==> src/rtl/tinydumbcpu_pkg.sv <==
// Shared types and width constants for the tape arbiter and its starvation counter.
package tinydumbcpu_pkg;

  localparam int TAPE_ADDR_W  = 16;
  localparam int TAPE_DATA_W  = 8;
  localparam int STARVE_CNT_W = 4;

  typedef enum logic [1:0] {
    ARB_IDLE        = 2'd0,
    ARB_SHARED      = 2'd1,
    ARB_HOST_LOCKED = 2'd2
  } arb_state_e;

  typedef enum logic [1:0] {
    OWN_NONE = 2'd0,
    OWN_CORE = 2'd1,
    OWN_HOST = 2'd2
  } rd_owner_e;

endpackage

==> src/rtl/tape_arb_starve_ctr.sv <==
// Saturating count of consecutive cycles the host has been denied access.
module tape_arb_starve_ctr
  import tinydumbcpu_pkg::*;
#(
  parameter int LIMIT = 4
) (
  input  logic                    clock,
  input  logic                    reset,
  input  logic                    i_clear,
  input  logic                    i_inc,
  output logic [STARVE_CNT_W-1:0] o_count
);

  localparam logic [STARVE_CNT_W-1:0] LIMIT_V = STARVE_CNT_W'(LIMIT);

  logic [STARVE_CNT_W-1:0] r_count;

  // NOTE: sequential state uses non-blocking assignments so every flop samples pre-edge values.
  always_ff @(posedge clock) begin
    if (reset) begin
      r_count <= '0;
    end else if (i_clear) begin
      r_count <= '0;
    end else if (i_inc && (r_count != LIMIT_V)) begin
      r_count <= r_count + STARVE_CNT_W'(1);
    end
  end

  assign o_count = r_count;

endmodule

==> src/rtl/tape_arbiter.sv <==
// Two-requester arbiter for the tape RAM: core has priority, host can lock bursts
// and gets forced priority after STARVE_LIMIT denied cycles.
module tape_arbiter
  import tinydumbcpu_pkg::*;
#(
  parameter int ADDR_WIDTH   = TAPE_ADDR_W,
  parameter int DATA_WIDTH   = TAPE_DATA_W,
  parameter int STARVE_LIMIT = 4
) (
  input  logic                  clock,
  input  logic                  reset,
  input  logic                  core_req,
  input  logic                  core_we,
  input  logic [ADDR_WIDTH-1:0] core_addr,
  input  logic [DATA_WIDTH-1:0] core_wdata,
  output logic                  core_gnt,
  output logic                  core_rvalid,
  output logic [DATA_WIDTH-1:0] core_rdata,
  input  logic                  host_req,
  input  logic                  host_we,
  input  logic [ADDR_WIDTH-1:0] host_addr,
  input  logic [DATA_WIDTH-1:0] host_wdata,
  input  logic                  host_lock,
  output logic                  host_gnt,
  output logic                  host_rvalid,
  output logic [DATA_WIDTH-1:0] host_rdata,
  output logic                  mem_en,
  output logic                  mem_we,
  output logic [ADDR_WIDTH-1:0] mem_addr,
  output logic [DATA_WIDTH-1:0] mem_wdata,
  input  logic [DATA_WIDTH-1:0] mem_rdata
);

  localparam logic [STARVE_CNT_W-1:0] LIMIT_V = STARVE_CNT_W'(STARVE_LIMIT);

  arb_state_e              r_state;
  rd_owner_e               r_rd_owner;
  logic [DATA_WIDTH-1:0]   r_core_rdata;
  logic [DATA_WIDTH-1:0]   r_host_rdata;
  logic [STARVE_CNT_W-1:0] w_starve_cnt;
  logic                    w_starve_hit;
  logic                    w_core_gnt;
  logic                    w_host_gnt;

  assign w_starve_hit = host_req && (w_starve_cnt == LIMIT_V);

  // NOTE: every always_comb output gets a default first so no path can infer a latch.
  always_comb begin
    w_core_gnt = 1'b0;
    w_host_gnt = 1'b0;
    if (!reset) begin
      if (r_state == ARB_HOST_LOCKED) begin
        w_host_gnt = host_req;
      end else if (w_starve_hit) begin
        w_host_gnt = 1'b1;
      end else if (core_req) begin
        w_core_gnt = 1'b1;
      end else begin
        w_host_gnt = host_req;
      end
    end
  end

  assign core_gnt  = w_core_gnt;
  assign host_gnt  = w_host_gnt;
  assign mem_en    = w_core_gnt | w_host_gnt;
  assign mem_we    = w_core_gnt ? core_we    : (w_host_gnt ? host_we    : 1'b0);
  assign mem_addr  = w_core_gnt ? core_addr  : (w_host_gnt ? host_addr  : '0);
  assign mem_wdata = w_core_gnt ? core_wdata : (w_host_gnt ? host_wdata : '0);

  tape_arb_starve_ctr #(
    .LIMIT (STARVE_LIMIT)
  ) u_starve_ctr (
    .clock   (clock),
    .reset   (reset),
    .i_clear (w_host_gnt | ~host_req),
    .i_inc   (host_req & ~w_host_gnt),
    .o_count (w_starve_cnt)
  );

  always_ff @(posedge clock) begin
    if (reset) begin
      r_state      <= ARB_IDLE;
      r_rd_owner   <= OWN_NONE;
      r_core_rdata <= '0;
      r_host_rdata <= '0;
    end else begin
      unique case (r_state)
        ARB_IDLE: begin
          if (core_req || host_req) r_state <= ARB_SHARED;
        end
        ARB_SHARED: begin
          if (w_host_gnt && host_lock)     r_state <= ARB_HOST_LOCKED;
          else if (!core_req && !host_req) r_state <= ARB_IDLE;
        end
        ARB_HOST_LOCKED: begin
          if (!host_lock) r_state <= ARB_SHARED;
        end
        default: r_state <= ARB_IDLE;
      endcase

      if (w_core_gnt && !core_we)      r_rd_owner <= OWN_CORE;
      else if (w_host_gnt && !host_we) r_rd_owner <= OWN_HOST;
      else                             r_rd_owner <= OWN_NONE;

      // Capture returned data so rdata keeps showing it after rvalid falls.
      if (r_rd_owner == OWN_CORE) r_core_rdata <= mem_rdata;
      if (r_rd_owner == OWN_HOST) r_host_rdata <= mem_rdata;
    end
  end

  assign core_rvalid = (r_rd_owner == OWN_CORE);
  assign host_rvalid = (r_rd_owner == OWN_HOST);
  assign core_rdata  = core_rvalid ? mem_rdata : r_core_rdata;
  assign host_rdata  = host_rvalid ? mem_rdata : r_host_rdata;

endmodule

==> config.mk <==
export PLATFORM = sky130hd
export DESIGN_NAME = tape_arbiter
export DESIGN_NICKNAME = d
export VERILOG_FILES = /design/src/rtl/tinydumbcpu_pkg.sv /design/src/rtl/tape_arb_starve_ctr.sv /design/src/rtl/tape_arbiter.sv
export SDC_FILE = /design/constraint.sdc
export NUM_CORES = 1
export LEC_CHECK = 0
export CAP_MARGIN = 20
export CORE_ASPECT_RATIO = 0.75
export CORE_UTILIZATION = 30
export CTS_BUF_LIST = sky130_fd_sc_hd__clkbuf_8
export DETAILED_ROUTE_END_ITERATION = 10
export PLACE_DENSITY = 0.72
export SLEW_MARGIN = 20
export SYNTH_ARGS = -nofsm -noshare
export SYNTH_HDL_FRONTEND = slang
export SYNTH_HIERARCHICAL = 1
export SYNTH_SLANG_ARGS = --single-unit
==> constraint.sdc <==
create_clock -name clock -period 1.5 [get_ports clock]
set_input_delay 0.15 -clock clock [delete_from_list [all_inputs] [get_ports clock]]
set_output_delay 0.15 -clock clock [all_outputs]
set_load 0.02 [all_outputs]
# Word-level counts from Yosys, hierarchy flattened
# Index checks and enable logic that the tools add are counted.
[totals]
regBits = 24
inputBits = 63
out_inout_bits = 46
word_cells = 59
[op_classes]
add_sub_neg = 1
eq_ne = 9
reduce_logical = 15
n_bitwise = 5
mux = 23
[ops]
columns = ["op", "count"]
rows = [
  ["16-bit two-way mux", 2],
  ["8-bit two-way mux", 4],
  ["1-bit two-way mux", 11],
  ["2-bit two-way mux", 5],
  ["1-bit logical AND", 6],
  ["2-bit one-hot mux with 3 select lines", 1],
  ["4-bit by 1-bit adder with 4-bit output, second input constant", 1],
  ["2-bit by 1-bit == test with 1-bit output, second input constant", 2],
  ["2-bit == test, second input constant", 2],
  ["4-bit by 3-bit == test with 1-bit output, second input constant", 1],
  ["1-bit zero test", 4],
  ["2-bit inequality test, second input constant", 2],
  ["4-bit by 3-bit inequality test with 1-bit output, second input constant", 1],
  ["2-bit OR reduction", 2],
  ["3-bit inequality test, second input constant", 1],
  ["3-bit AND reduction", 1],
  ["2-bit zero test", 1],
  ["1-bit inverter", 2],
  ["1-bit OR", 2],
  ["1-bit AND", 1],
  ["1-bit logical OR", 1],
]

# Logic depth before layout (Yosys ltp)
[depth]
word_depth = 8
ltp_mapped = 6
mapped_depth_nobuf = 6

# Hierarchy
# Netlist, hierarchy kept.
[modules_own_cells]
columns = ["mod", "cells_each", "seq_area_each_um2", "area_per_inst_um2", "n_inst"]
rows = [
  ["tape_arbiter", 170, 400.4, 1436.4, 1],
  ["tape_arb_starve_ctr", 26, 80.1, 221.5, 1],
]

# Least setup slack after synthesis
# Ideal clock, no wire load.
[synth_path]
path_type = "register -> output"
start = "register u_starve_ctr.r_count[1], in the netlist u_starve_ctr/o_count[1]"
end = "output port mem_addr[14]"
t_required_ns = 1.350
t_arrival_ns = 1.566
path_stages_with_launch = 5
n_path_buf = 1
path_slack_ns = -0.216
path_cell_list = "dfxtp_1 nor4b_1 o31ai_2 buf_6 o32ai_1"
[synth_between]
elab_chain_len = 7
word_cells_on_any_way = 10
classes_between = "eq/ne (1); mux (8); reduce/logical (1)"
[synth_lines]
columns = ["item", "line", "text"]
rows = [
  ["from (decl)", "tape_arb_starve_ctr.sv:16", "logic [STARVE_CNT_W-1:0] r_count;"],
  ["from (signal assigned)", "tape_arb_starve_ctr.sv:25", "r_count <= r_count + STARVE_CNT_W'(1);"],
  ["4-bit by 3-bit == test with 1-bit output *", "tape_arbiter.sv:45", "assign w_starve_hit = host_req && (w_starve_cnt == LIMIT_V);"],
  ["1-bit logical AND *", "tape_arbiter.sv:45", ""],
  ["1-bit two-way mux", "tape_arbiter.sv:54", "end else if (w_starve_hit) begin"],
  ["1-bit two-way mux", "tape_arbiter.sv:52", "if (r_state == ARB_HOST_LOCKED) begin"],
  ["1-bit two-way mux", "tape_arbiter.sv:51", "if (!reset) begin"],
  ["16-bit two-way mux", "tape_arbiter.sv:68", "assign mem_addr = w_core_gnt ? core_addr : (w_host_gnt ? host_addr : '0);"],
  ["16-bit two-way mux *", "tape_arbiter.sv:68", ""],
  ["to (decl)", "tape_arbiter.sv:29", "output logic [ADDR_WIDTH-1:0] mem_addr,"],
]
# Every way passes the cells marked *; elsewhere a longest branch is shown, timed or not.

# Final worst setup path
[layout_path]
start = "register u_starve_ctr.r_count[1], in the netlist u_starve_ctr/o_count[1]"
end = "output port mem_addr[4]"
# The elaborated chain is that of the path after synthesis.

==> impl_metrics.json <==
{
  "status": "complete, but fails checks",
  "failed_checks": "setup timing",
  "grt_pass1_vias": 1833,
  "hold-worst-slack_ps": 211.9,
  "core_area_um2": 5324,
  "die_x_um": 87.84,
  "cp.required_ps": 1350,
  "r2r-end": "u_starve_ctr/o_count[3]",
  "drt-total-wl_um": 5768,
  "path_cells": "or4b_4 -> o211ai_4 -> buf_12 -> o32ai_1 -> clkdlybuf4s15_1",
  "hold_buffers": 0,
  "synth_largest_area_cell": "dfxtp_1",
  "drt_first_pass_iters": 4,
  "drv_cap": 0,
  "powerDensity_nw_per_um2": 582.1,
  "die_h_um": 66.38,
  "power.total_mw": 1.941,
  "hold_viol_final": 0,
  "async_flop_share_pct": 0,
  "place.gp.congestion": 0.7908,
  "viasPerCell": 4.792,
  "clk_path_buf_depth": 2,
  "dieArea_um2": 5831,
  "rr_startpoint": "u_starve_ctr/o_count[2]",
  "slowest_delay_ps": 570,
  "yosys.cell_types.count": 32,
  "cts.clk_slew.worst_paths_ps": 80,
  "syn_area_per_cell_um2": 8.458,
  "layout.cell_area.non_filler_um2": 3334,
  "report.final.setup_viol": 37,
  "drive_gt1_share_pct": 28.66,
  "syn_inst": 196,
  "place_area_um2": 3032,
  "initial_core_util_pct": 31.14,
  "stdcell_count": 403,
  "grt_overflow_total": 0,
  "fin_nets": 394,
  "diodes": 0,
  "route.detailed.drc": 0,
  "cp.depth": 5,
  "port_buffers": 108,
  "final_util_pct": 62.63,
  "crit_type": "reg -> out",
  "numClockSinks": 24,
  "rsz0062_at_grt": "yes",
  "antenna_found_initial": 0,
  "cp_max_fo": 27,
  "crit_end": "mem_addr[4]",
  "dp_cells": 389,
  "regArea_um2": 485.5,
  "slew_headroom_pct": 77.75,
  "clockRootBuffer": "clkbuf_8",
  "grt_pass1_wl_um": 8355,
  "fmax_mhz": 467.9,
  "peakVddDrop_mv": 0.5163,
  "multi_input_area_um2": 1115,
  "period_share_pct": 142.5,
  "wl_per_cell_um": 14.31,
  "yosysSeqAreaShare_pct": 28.98,
  "clock_latency_ps": 270,
  "critPathLaunch": "u_starve_ctr/o_count[1]",
  "preCtsSetupSlack_ps": -649.2,
  "area_growth_pct": 101.1,
  "ys_top_cells_by_area": "dfxtp_1, o32ai_1, mux2_2, nand2b_1, inv_1",
  "cpLargestDelayFamily": "simple AND/OR/NAND/NOR gates",
  "ys_warn_count": 6,
  "period_minus_slack_ps": 2137,
  "grt_usage_pct": 18.57,
  "rows": 23,
  "reg2reg_depth": 10,
  "final_common_cell": "clkdlybuf4s50_1",
  "worstMarginPinSlew_ps": 333.0,
  "end_kind": "output port",
  "ant_nets": 0,
  "numCtsBuffers": 3,
  "setup_ws_ps": -637.4,
  "synth_top_area_share_pct": 28.98,
  "fin_skew_ps": 2.431,
  "crit_path_top_delay_cell": "or4b_4",
  "crit_arrival_ps": 1990,
  "h-tree-depth": 1,
  "fin_setup_tns_ps": -18050,
  "syn_nets": 261,
  "min-delay-path-class": "in -> reg",
  "p_leak_nw": 1.459,
  "netlist_area_um2": 1658,
  "drv_slew": 0,
  "reg2reg_setup_slack_ps": -490,
  "vias": 1931,
  "setup.worst_path.start_class": "register",
  "synth_ff_type": "dfxtp_1",
  "fillers": 455,
  "cts_tree": "done",
  "synth_edf_count": 0,
  "final_cell_mix": "clkdlybuf4s50_1, inv_1, buf_6",
  "drt_iter0_drc": 58,
  "path_buf_inv": 2,
  "dp_hpwl_um": 4010,
  "ys_seq_elements": 24,
  "io_pins": 109,
  "grt_max_degree": 28
}
-- synthesized netlist by cell type, types with 2 or more instances --
cell and n:
a21boi_0 2, ha_1 2, dfxtp_1 24, nor2_1 4, mux2_2 16, o2111ai_1 2
nand2b_1 28, clkbuf_1 10, o32ai_1 24, a21oi_1 4, o21ai_0 3, buf_6 4
nand3_1 2, nor3_1 3, nor2b_1 18, a2bb2oi_1 2, inv_1 33
-- logic make-up (layout without fill, tap and decap cells) --
group	after synthesis	after routing	share of synthesized area (%)
and+or+nand+nor	63	63	23.47
buffers and inverters	48	180	12.75
AOI/OAI and AO/OA	43	43	22.42
DFF	24	24	28.98
muxes	16	16	10.87
adders and majority gates	2	2	1.509
-- layout make-up --
class	count	share of cell area (%)
Inverter	33	3.715
Clock inverter	1	0.9006
Timing Repair Buffer	143	43.34
Sequential cell	24	14.56
Multi-Input combinational cell	124	33.43
Clock buffer	3	1.238
Tap cell	75	2.814
-- worst reg2reg max path, cell delays in order, from the launching register on --
cell      delay, ps
dfxtp_1         320
buf_4           150
nor4b_4         130
buf_4           140
buf_4           120
buf_4           130
nor3_2          180
o21a_1          170
nand4_1         130
or3_1           330
a21boi_1        120
-- timing repair --
| action | in CTS | in global routing |
|---|---|---|
| cloned | 0 | 1 |
| buffers inserted | 6 | 4 |
| gates resized for setup | 176 | 38 |
| pin swaps | 1 | 1 |
| hold endpoints to repair | 0 | 0 |
| setup endpoints to repair | 50 | 51 |
-- power breakdown --
group / switching, mW / internal [mW] / leakage, nW
logic: 0.304 / 0.408 / 1.23
registers: 0.00863 / 0.655 / 0.197
clock network: 0.209 / 0.357 / 0.0357
-- per-layer routing --
metal  global-route usage, %  up-vias  wire length [um]
li1                        -      944                 -
met1                   22.77      906              2434
met2                   32.36       71              2918
met3                   4.744       10               341
met4                   4.303        0                74
met5                       0        -                 0
-- worst min-delay path by stage --
stage,cells after the start,to,from,slack (ps)
floorplan,1,r_rd_owner[0],core_we,230
global route,2,r_rd_owner[1],reset,220
CTS,2,r_rd_owner[1],reset,220
global placement,2,r_rd_owner[1],reset,500
detailed placement,2,r_rd_owner[1],reset,510
finish,2,r_rd_owner[1],reset,210
-- state kept, by name, indices dropped and copies added, names as in the netlist --
name / count
r_host_rdata: 8
r_state: 2
u_starve_ctr/o_count: 4
r_rd_owner: 2
r_core_rdata: 8
Note: power is estimated with default switching activity, not from simulation.
